==> src/rtl/alu_sekwencer_wielobajtowy_pkg.sv <==
// Shared definitions for the multi-byte ALU sequencer: 8-bit ALU opcodes,
// the wide command encoding and the sequencer FSM states.
package pakiet_alu;

  // 8-bit ALU opcodes
  localparam logic [3:0] OP_LD   = 4'b0000;
  localparam logic [3:0] OP_AND  = 4'b0001;
  localparam logic [3:0] OP_OR   = 4'b0010;
  localparam logic [3:0] OP_XOR  = 4'b0011;
  localparam logic [3:0] OP_ADD  = 4'b0100;
  localparam logic [3:0] OP_SUB  = 4'b0101;
  localparam logic [3:0] OP_INK  = 4'b0110;
  localparam logic [3:0] OP_NOT  = 4'b0111;
  localparam logic [3:0] OP_ADDC = 4'b1000;
  localparam logic [3:0] OP_SUBC = 4'b1001;

  // Wide command accepted on the start handshake
  typedef enum logic [1:0] {
    CMD_ADD = 2'b00,
    CMD_SUB = 2'b01,
    CMD_AND = 2'b10,
    CMD_XOR = 2'b11
  } cmd_e;

  // Sequencer states
  typedef enum logic [1:0] {
    BEZCZYNNY = 2'b00,
    WYKONAJ   = 2'b01,
    GOTOWE    = 2'b10
  } stan_e;

  // Arithmetic commands chain carry/borrow between bytes; logic ones do not.
  function automatic logic czy_arytm(input cmd_e k);
    return (k == CMD_ADD) || (k == CMD_SUB);
  endfunction

  // Byte opcode: the first byte starts the chain, later bytes consume the carry.
  function automatic logic [3:0] kod_operacji(input cmd_e k, input logic pierwszy);
    logic [3:0] kod;
    kod = OP_LD;
    case (k)
      CMD_ADD: kod = pierwszy ? OP_ADD : OP_ADDC;
      CMD_SUB: kod = pierwszy ? OP_SUB : OP_SUBC;
      CMD_AND: kod = OP_AND;
      CMD_XOR: kod = OP_XOR;
      default: kod = OP_LD;
    endcase
    return kod;
  endfunction

endpackage

==> src/rtl/alu_sekwencer_wielobajtowy.sv <==
// Multi-byte arithmetic sequencer: feeds a wide operation to an external
// 8-bit ALU one byte per cycle (LSB first), chains carry/borrow, and holds the
// assembled wide result and flags until the consumer accepts them.
module alu_sekwencer_wielobajtowy
  import pakiet_alu::*;
#(
  parameter int ROZM_DANYCH   = 8,
  parameter int LICZBA_BAJTOW = 2
) (
  input  logic                                 clk,
  input  logic                                 rst,
  input  logic                                 start_valid,
  output logic                                 start_ready,
  input  logic [1:0]                           cmd,
  input  logic [ROZM_DANYCH*LICZBA_BAJTOW-1:0] op_a,
  input  logic [ROZM_DANYCH*LICZBA_BAJTOW-1:0] op_b,
  output logic                                 wynik_valid,
  input  logic                                 wynik_ready,
  output logic [ROZM_DANYCH*LICZBA_BAJTOW-1:0] wynik,
  output logic                                 flaga_c,
  output logic                                 flaga_z,
  output logic                                 flaga_s,
  output logic                                 flaga_ov,
  output logic [ROZM_DANYCH-1:0]               alu_a,
  output logic [ROZM_DANYCH-1:0]               alu_b,
  output logic [3:0]                           alu_op,
  output logic                                 alu_c_in,
  input  logic [ROZM_DANYCH-1:0]               alu_out,
  input  logic                                 alu_c,
  input  logic                                 alu_ov
);

  localparam int W  = ROZM_DANYCH * LICZBA_BAJTOW;
  localparam int IW = (LICZBA_BAJTOW > 1) ? $clog2(LICZBA_BAJTOW) : 1;
  localparam logic [IW-1:0] OSTATNI_IDX = IW'(LICZBA_BAJTOW - 1);

  stan_e                  stan_q, stan_d;
  cmd_e                   cmd_q;
  logic [W-1:0]           a_q, b_q;
  logic [IW-1:0]          idx_q;
  logic                   zero_q;
  logic                   carry_q;
  logic                   ov_q;
  logic [ROZM_DANYCH-1:0] wynik_bajty_q [LICZBA_BAJTOW];

  logic [ROZM_DANYCH-1:0] a_bajty [LICZBA_BAJTOW];
  logic [ROZM_DANYCH-1:0] b_bajty [LICZBA_BAJTOW];
  logic [W-1:0]           wynik_pak;
  logic                   ostatni;
  logic                   gotowe;

  // Split latched operands into bytes and pack the assembled result bytes
  genvar gi;
  generate
    for (gi = 0; gi < LICZBA_BAJTOW; gi++) begin : g_bajty
      assign a_bajty[gi] = a_q[gi*ROZM_DANYCH +: ROZM_DANYCH];
      assign b_bajty[gi] = b_q[gi*ROZM_DANYCH +: ROZM_DANYCH];
      assign wynik_pak[gi*ROZM_DANYCH +: ROZM_DANYCH] = wynik_bajty_q[gi];
    end
  endgenerate

  assign ostatni = (idx_q == OSTATNI_IDX);
  assign gotowe  = (stan_q == GOTOWE);

  // Result and flags are only presented while held; otherwise they read as zero
  // so a reset mid-operation never exposes a partial result.
  assign wynik    = gotowe ? wynik_pak : '0;
  assign flaga_c  = gotowe && czy_arytm(cmd_q) && carry_q;
  assign flaga_z  = gotowe && zero_q;
  assign flaga_s  = gotowe && wynik_pak[W-1];
  assign flaga_ov = gotowe && czy_arytm(cmd_q) && ov_q;

  // State register
  always_ff @(posedge clk) begin
    if (rst) begin
      stan_q <= BEZCZYNNY;
    end else begin
      stan_q <= stan_d;
    end
  end

  // Next-state logic plus handshake and ALU drive
  always_comb begin
    stan_d      = stan_q;
    start_ready = 1'b0;
    wynik_valid = 1'b0;
    alu_a       = '0;
    alu_b       = '0;
    alu_op      = OP_LD;
    alu_c_in    = 1'b0;
    case (stan_q)
      BEZCZYNNY: begin
        start_ready = 1'b1;
        if (start_valid) begin
          stan_d = WYKONAJ;
        end
      end
      WYKONAJ: begin
        alu_a    = a_bajty[idx_q];
        alu_b    = b_bajty[idx_q];
        alu_op   = kod_operacji(cmd_q, idx_q == '0);
        // Carry from the previous byte only matters for chained arithmetic
        alu_c_in = czy_arytm(cmd_q) && (idx_q != '0) && carry_q;
        if (ostatni) begin
          stan_d = GOTOWE;
        end
      end
      GOTOWE: begin
        wynik_valid = 1'b1;
        if (wynik_ready) begin
          stan_d = BEZCZYNNY;
        end
      end
      default: stan_d = BEZCZYNNY;
    endcase
  end

  // Operand latch and per-byte capture of ALU result, carry, overflow and zero
  always_ff @(posedge clk) begin
    if (rst) begin
      cmd_q   <= CMD_ADD;
      a_q     <= '0;
      b_q     <= '0;
      idx_q   <= '0;
      zero_q  <= 1'b0;
      carry_q <= 1'b0;
      ov_q    <= 1'b0;
      for (int j = 0; j < LICZBA_BAJTOW; j++) begin
        wynik_bajty_q[j] <= '0;
      end
    end else begin
      case (stan_q)
        BEZCZYNNY: begin
          if (start_valid) begin
            cmd_q   <= cmd_e'(cmd);
            a_q     <= op_a;
            b_q     <= op_b;
            idx_q   <= '0;
            zero_q  <= 1'b1;
            carry_q <= 1'b0;
            ov_q    <= 1'b0;
          end
        end
        WYKONAJ: begin
          wynik_bajty_q[idx_q] <= alu_out;
          carry_q <= alu_c;
          ov_q    <= alu_ov;
          zero_q  <= zero_q && (alu_out == '0);
          if (!ostatni) begin
            idx_q <= idx_q + IW'(1);
          end
        end
        default: ;
      endcase
    end
  end

endmodule
==> config.mk <==
export PLATFORM = sky130hd
export DESIGN_NAME = alu_sekwencer_wielobajtowy
export DESIGN_NICKNAME = d
export VERILOG_FILES = /design/src/rtl/alu_sekwencer_wielobajtowy_pkg.sv /design/src/rtl/alu_sekwencer_wielobajtowy.sv
export SDC_FILE = /design/constraint.sdc
export NUM_CORES = 1
export LEC_CHECK = 0
export CELL_PAD_IN_SITES_DETAIL_PLACEMENT = 1
export CELL_PAD_IN_SITES_GLOBAL_PLACEMENT = 1
export CORE_MARGIN = 8
export CORE_UTILIZATION = 34
export DETAILED_ROUTE_END_ITERATION = 8
export GPL_TIMING_DRIVEN = 1
export PLACE_DENSITY_LB_ADDON = 0.1
export SYNTH_ARGS = -nofsm -noshare
export SYNTH_HDL_FRONTEND = slang
export SYNTH_SLANG_ARGS = --single-unit
==> constraint.sdc <==
create_clock -name clk -period 2.9 [get_ports clk]
set_clock_uncertainty 0.2 [all_clocks]
set_input_delay 0.58 -clock clk [delete_from_list [all_inputs] [get_ports clk]]
set_output_delay 0.58 -clock clk [all_outputs]
set_load 0.01 [all_outputs]
Word-level counts from Yosys, hierarchy flattened. Memory sizes are Yosys's and may differ from the RTL's. Cells that the tools add are included.

Register bits after elaboration: 40. Latch bits: 0. Bits in writable memories: 16. ROM bits: 0. Input port bits: 48. Output and inout port bits: 43. Word-level logic and storage cells: 72. Memories: 1.

Memories: wynik_bajty_q (words 2, width 8, read ports 2, clocked after Yosys merged registers in 0, write ports 2, line alu_sekwencer_wielobajtowy.sv:44) `logic [ROZM_DANYCH-1:0] wynik_bajty_q [LICZBA_BAJTOW];`.

$add $sub $neg: 1. $mul: 0. Divide/modulo/power cells: 0. Order comparisons: 1. Equal/unequal tests: 8. Shifts and indexed selects: 0. Mux-type cells: 35. Bitwise operators: 1. Reductions and logical operators: 17.

Operator list (number): $mux 8 (9); $mux 16 (1); $pmux 4 s4 (1); $mux 1 (13); $mux 4 (3); $logic_and 1x1->1 (8); $logic_not 8->1 (1); $pmux 1 s2 (4); $reduce_or 8->1 (1); $eq 2x2->1 const B (3); $mux 2 (3); $ne 2x2->1 const B (3); $pmux 2 s3 (1); $eq 2x1->1 const B (2); $logic_not 2->1 (2); $reduce_and 2->1 (2); $reduce_and 3->1 (1); $ge 2x2->1 const B (1); $not 1->2 (1); $reduce_bool 2->1 (1); $add 1x1->1 const B (1); $logic_or 1x1->1 (1).

Logic depth before layout (Yosys ltp).
Depth in word-level cells: 6. Gate-level depth with buffers: 5. Mapped depth without buffers: 3.

Worst setup path before layout. No wires, ideal clock.

Path kind: register to output. Start point: reg stan_q[1]. End point: out alu_c_in. Data arrival time: 1.196 ns. Path slack: 0.924 ns. Stages on the path, launching flop included: 5. Cell sequence: dfxtp_1 > nand2b_1 > buf_2 > nor3b_1 > and2_1.

Word-level cells in the longest chain between the ends: 2.

RTL lines: start, declared (line alu_sekwencer_wielobajtowy.sv:37) `stan_e stan_q, stan_d;`; start signal, assigned (line alu_sekwencer_wielobajtowy.sv:78) `stan_q <= stan_d;`; $eq 2x1->1 (line alu_sekwencer_wielobajtowy.sv:91) `case (stan_q)`; $mux 1 (line alu_sekwencer_wielobajtowy.sv:91); end, declared (line alu_sekwencer_wielobajtowy.sv:27) `output logic alu_c_in,`.

Every way passes these cells.

Final worst setup path.
Start point: reg stan_q[0]. End point: out alu_c_in.

Same word-level chain as after synthesis.

==> qor.yml <==
synth_top_cell_by_area: "dfxtp_1"
cts_buffer_depth: 2
drt_iter0_drc: 138
grt_first_pass_wirelength_um: 10900
start_util: 0.344
fmax_mhz: 374
clk_pin_slew_ns: 0.09
cp_cell_sequence: "nand2b_1 -> nor3b_1 -> and2_1 -> clkdlybuf4s50_1"
yosysUniqueCellTypes: 23
routed_wl_um: 6720
tns_ns: 0
cts_max_level: 2
end_kind: "primary output"
p_leak_nw: 1.27
io_pins: 91
route.detailed.drc: 0
route.vias.total: 2128
cts_root_buf: "clkbuf_8"
slowest_stage: "clkdlybuf4s50_1"
synth_top_cell_area_share: 0.326
clock-sinks: 56
pwr-share-comb: 0.176
rr_worst_depth: 4
internal_power_mw: 1.17
worstMarginPinSlew_ns: 0.397
slowest_delay_ns: 0.53
power_mw: 1.57
muxShareOfSynthArea: 0.0652
synth-xor-area-share: 0
seqPwrFrac: 0.564
drive_gt1_frac: 0.0467
fp.dieW_um: 101
ys_ff_latch: 56
final_cell_mix: "clkdlybuf4s50_1 (89), nand2_1 (71), dfxtp_1 (40), a21oi_1 (39), and2_1 (34)"
cts_buffers: 5
synth_top_family_by_area: "simple AND/OR/NAND/NOR gates"
coreArea_um2: 7140
swShare: 0.256
cts_tree: "built"
powerDensity_nw_per_um2: 446
post_cts_resized: 0
drv_cap: 0
crit_path_max_fanout: 6
synth_seq_area_share: 0.521
synth-simple-area-share: 0.289
die_y_um: 101
antenna_found_initial: 0
ant_nets: 0
antenna_cells: 0
ir_drop_v: 0.000226
slew_viol_final: 0
synthAdderAreaFrac: 0
wl_per_cell_um: 14.5
arrival_ns: 1.90
rsz0062_at_grt: "false"
rows: 31
hold_viol_final: 0
grt_max_degree: 39
die-area_um2: 10200
yosys_warnings: 0
clkPwrFrac: 0.261
area_delta_synth_final_pct: 43.0
port-buffer-count: 90
syn-num-nets: 327
hpwl_um: 5030
synth_cells: 279
drtPass1Iterations: 4
final-setup-viol-count: 0
hold_path.class: "flop to flop"
grt_overflow_total: 0
path_class: "flop to primary output"
grt_pass1_vias: 2237
status: "finished clean"
crit_required_ns: 2.12
synth.avg_cell_area_um2: 8.81
synthTopCellsByArea: "dfxtp_1 (33%), edfxtp_1 (20%), nand2_1 (11%)"
vias_per_cell: 4.60
min_path_cells: 2
syn_area_um2: 2460
gp_congestion: 0.735
clk_latency_ns: 0.30
grt.total_usage: 0.135
cts_setup_buffers: 0
start_kind: "flop"
nNetsFinal: 411
hold_buffers: 0
power.switching_mw: 0.401
synth_compound_area_frac: 0.0830
period_minus_slack_ns: 2.68
relSlewSlack: 0.736
final_common_cell: "clkdlybuf4s50_1"
finalCritPeriodShare: 0.923
-- cell usage after synthesis --
library cell  number
nor3b_2            2
buf_4              3
mux2i_1           16
clkbuf_1           9
nand3_1            2
nand2_1           71
dfxtp_1           40
nand2b_1           5
a21oi_1           39
buf_6              1
buf_2              7
or3b_1             1
nor2b_1            2
a21oi_2            1
edfxtp_1          16
and2_1            34
nor3_2             1
nor2_1            21
and3b_1            2
and3_1             1
nor3_1             2
nor3b_1            1
nor4_1             2
-- flip-flops by register name, summed over array words and instances, names as in the netlist --
name and cells:
idx_q 1, wynik_bajty_q 16, carry_q 1, b_q 16, stan_q 2, a_q 16, cmd_q 2, ov_q 1
zero_q 1
-- critical path: cells and delay by family, from the launching register on --
family        cells  cell delay [ns]
buf+inv           1             0.53
simple gates      3             0.60
flops             1             0.46
-- power groups by stage --
stage	clock [mW]	sequential, mW	combinational (mW)
2_1_floorplan	0	0.894	0.151
3_3_place_gp	0	0.899	0.277
3_5_place_dp	0	0.902	0.281
4_1_cts	0.430	0.884	0.282
5_1_grt	0.457	0.890	0.306
6_report	0.409	0.883	0.275
-- through the flow --
stage / worst slack [ns] / cell area [um^2] / util / hold WS (ns) / cells
2_1_floorplan: 0.924 / 2460 / - / 0.236 / 279
3_3_place_gp: 0.635 / 3430 / 0.481 / 0.243 / 455
3_5_place_dp: 0.553 / 3430 / 0.481 / 0.250 / 455
4_1_cts: 0.193 / 3510 / 0.492 / 0.264 / 463
5_1_grt: 0.0688 / 3510 / 0.492 / 0.275 / 463
6_report: 0.225 / 3510 / 0.492 / 0.261 / 463
-- cells by family after synthesis --
kind of cell / after synthesis
AND/OR/NAND/NOR: 147
multiplexers: 16
flip-flops: 56
buffers and inverters: 20
AO/OA/AOI/OAI: 40
-- final cells by class --
| class | count | area [um^2] |
|---|---|---|
| Fill cell | 880 | 3620 |
| Sequential cell | 56 | 1280 |
| Multi-Input combinational cell | 203 | 1080 |
| Timing Repair Buffer | 97 | 948 |
| Tap cell | 99 | 124 |
| Clock buffer | 7 | 76.3 |
| Clock inverter | 1 | 3.75 |
-- final timing paths --
| path | from | slack, ns | endpoint |
|---|---|---|---|
| hold / removal | b_q[4] | 0.26 | b_q[4] |
| setup reg to reg | stan_q[0] | 1.12 | wynik_bajty_q[1][2] |
| setup / recovery | stan_q[0] | 0.22 | alu_c_in |
| hold reg to reg | b_q[4] | 0.26 | b_q[4] |
-- routing by layer --
metal,global-route usage,routed length [um],vias up
met4,0.0412,77,0
met1,0.153,3030,986
li1,-,-,1074
met3,0.0352,374,7
met5,0,0,-
met2,0.239,3240,61
Power figures use the tool's default switching activity.
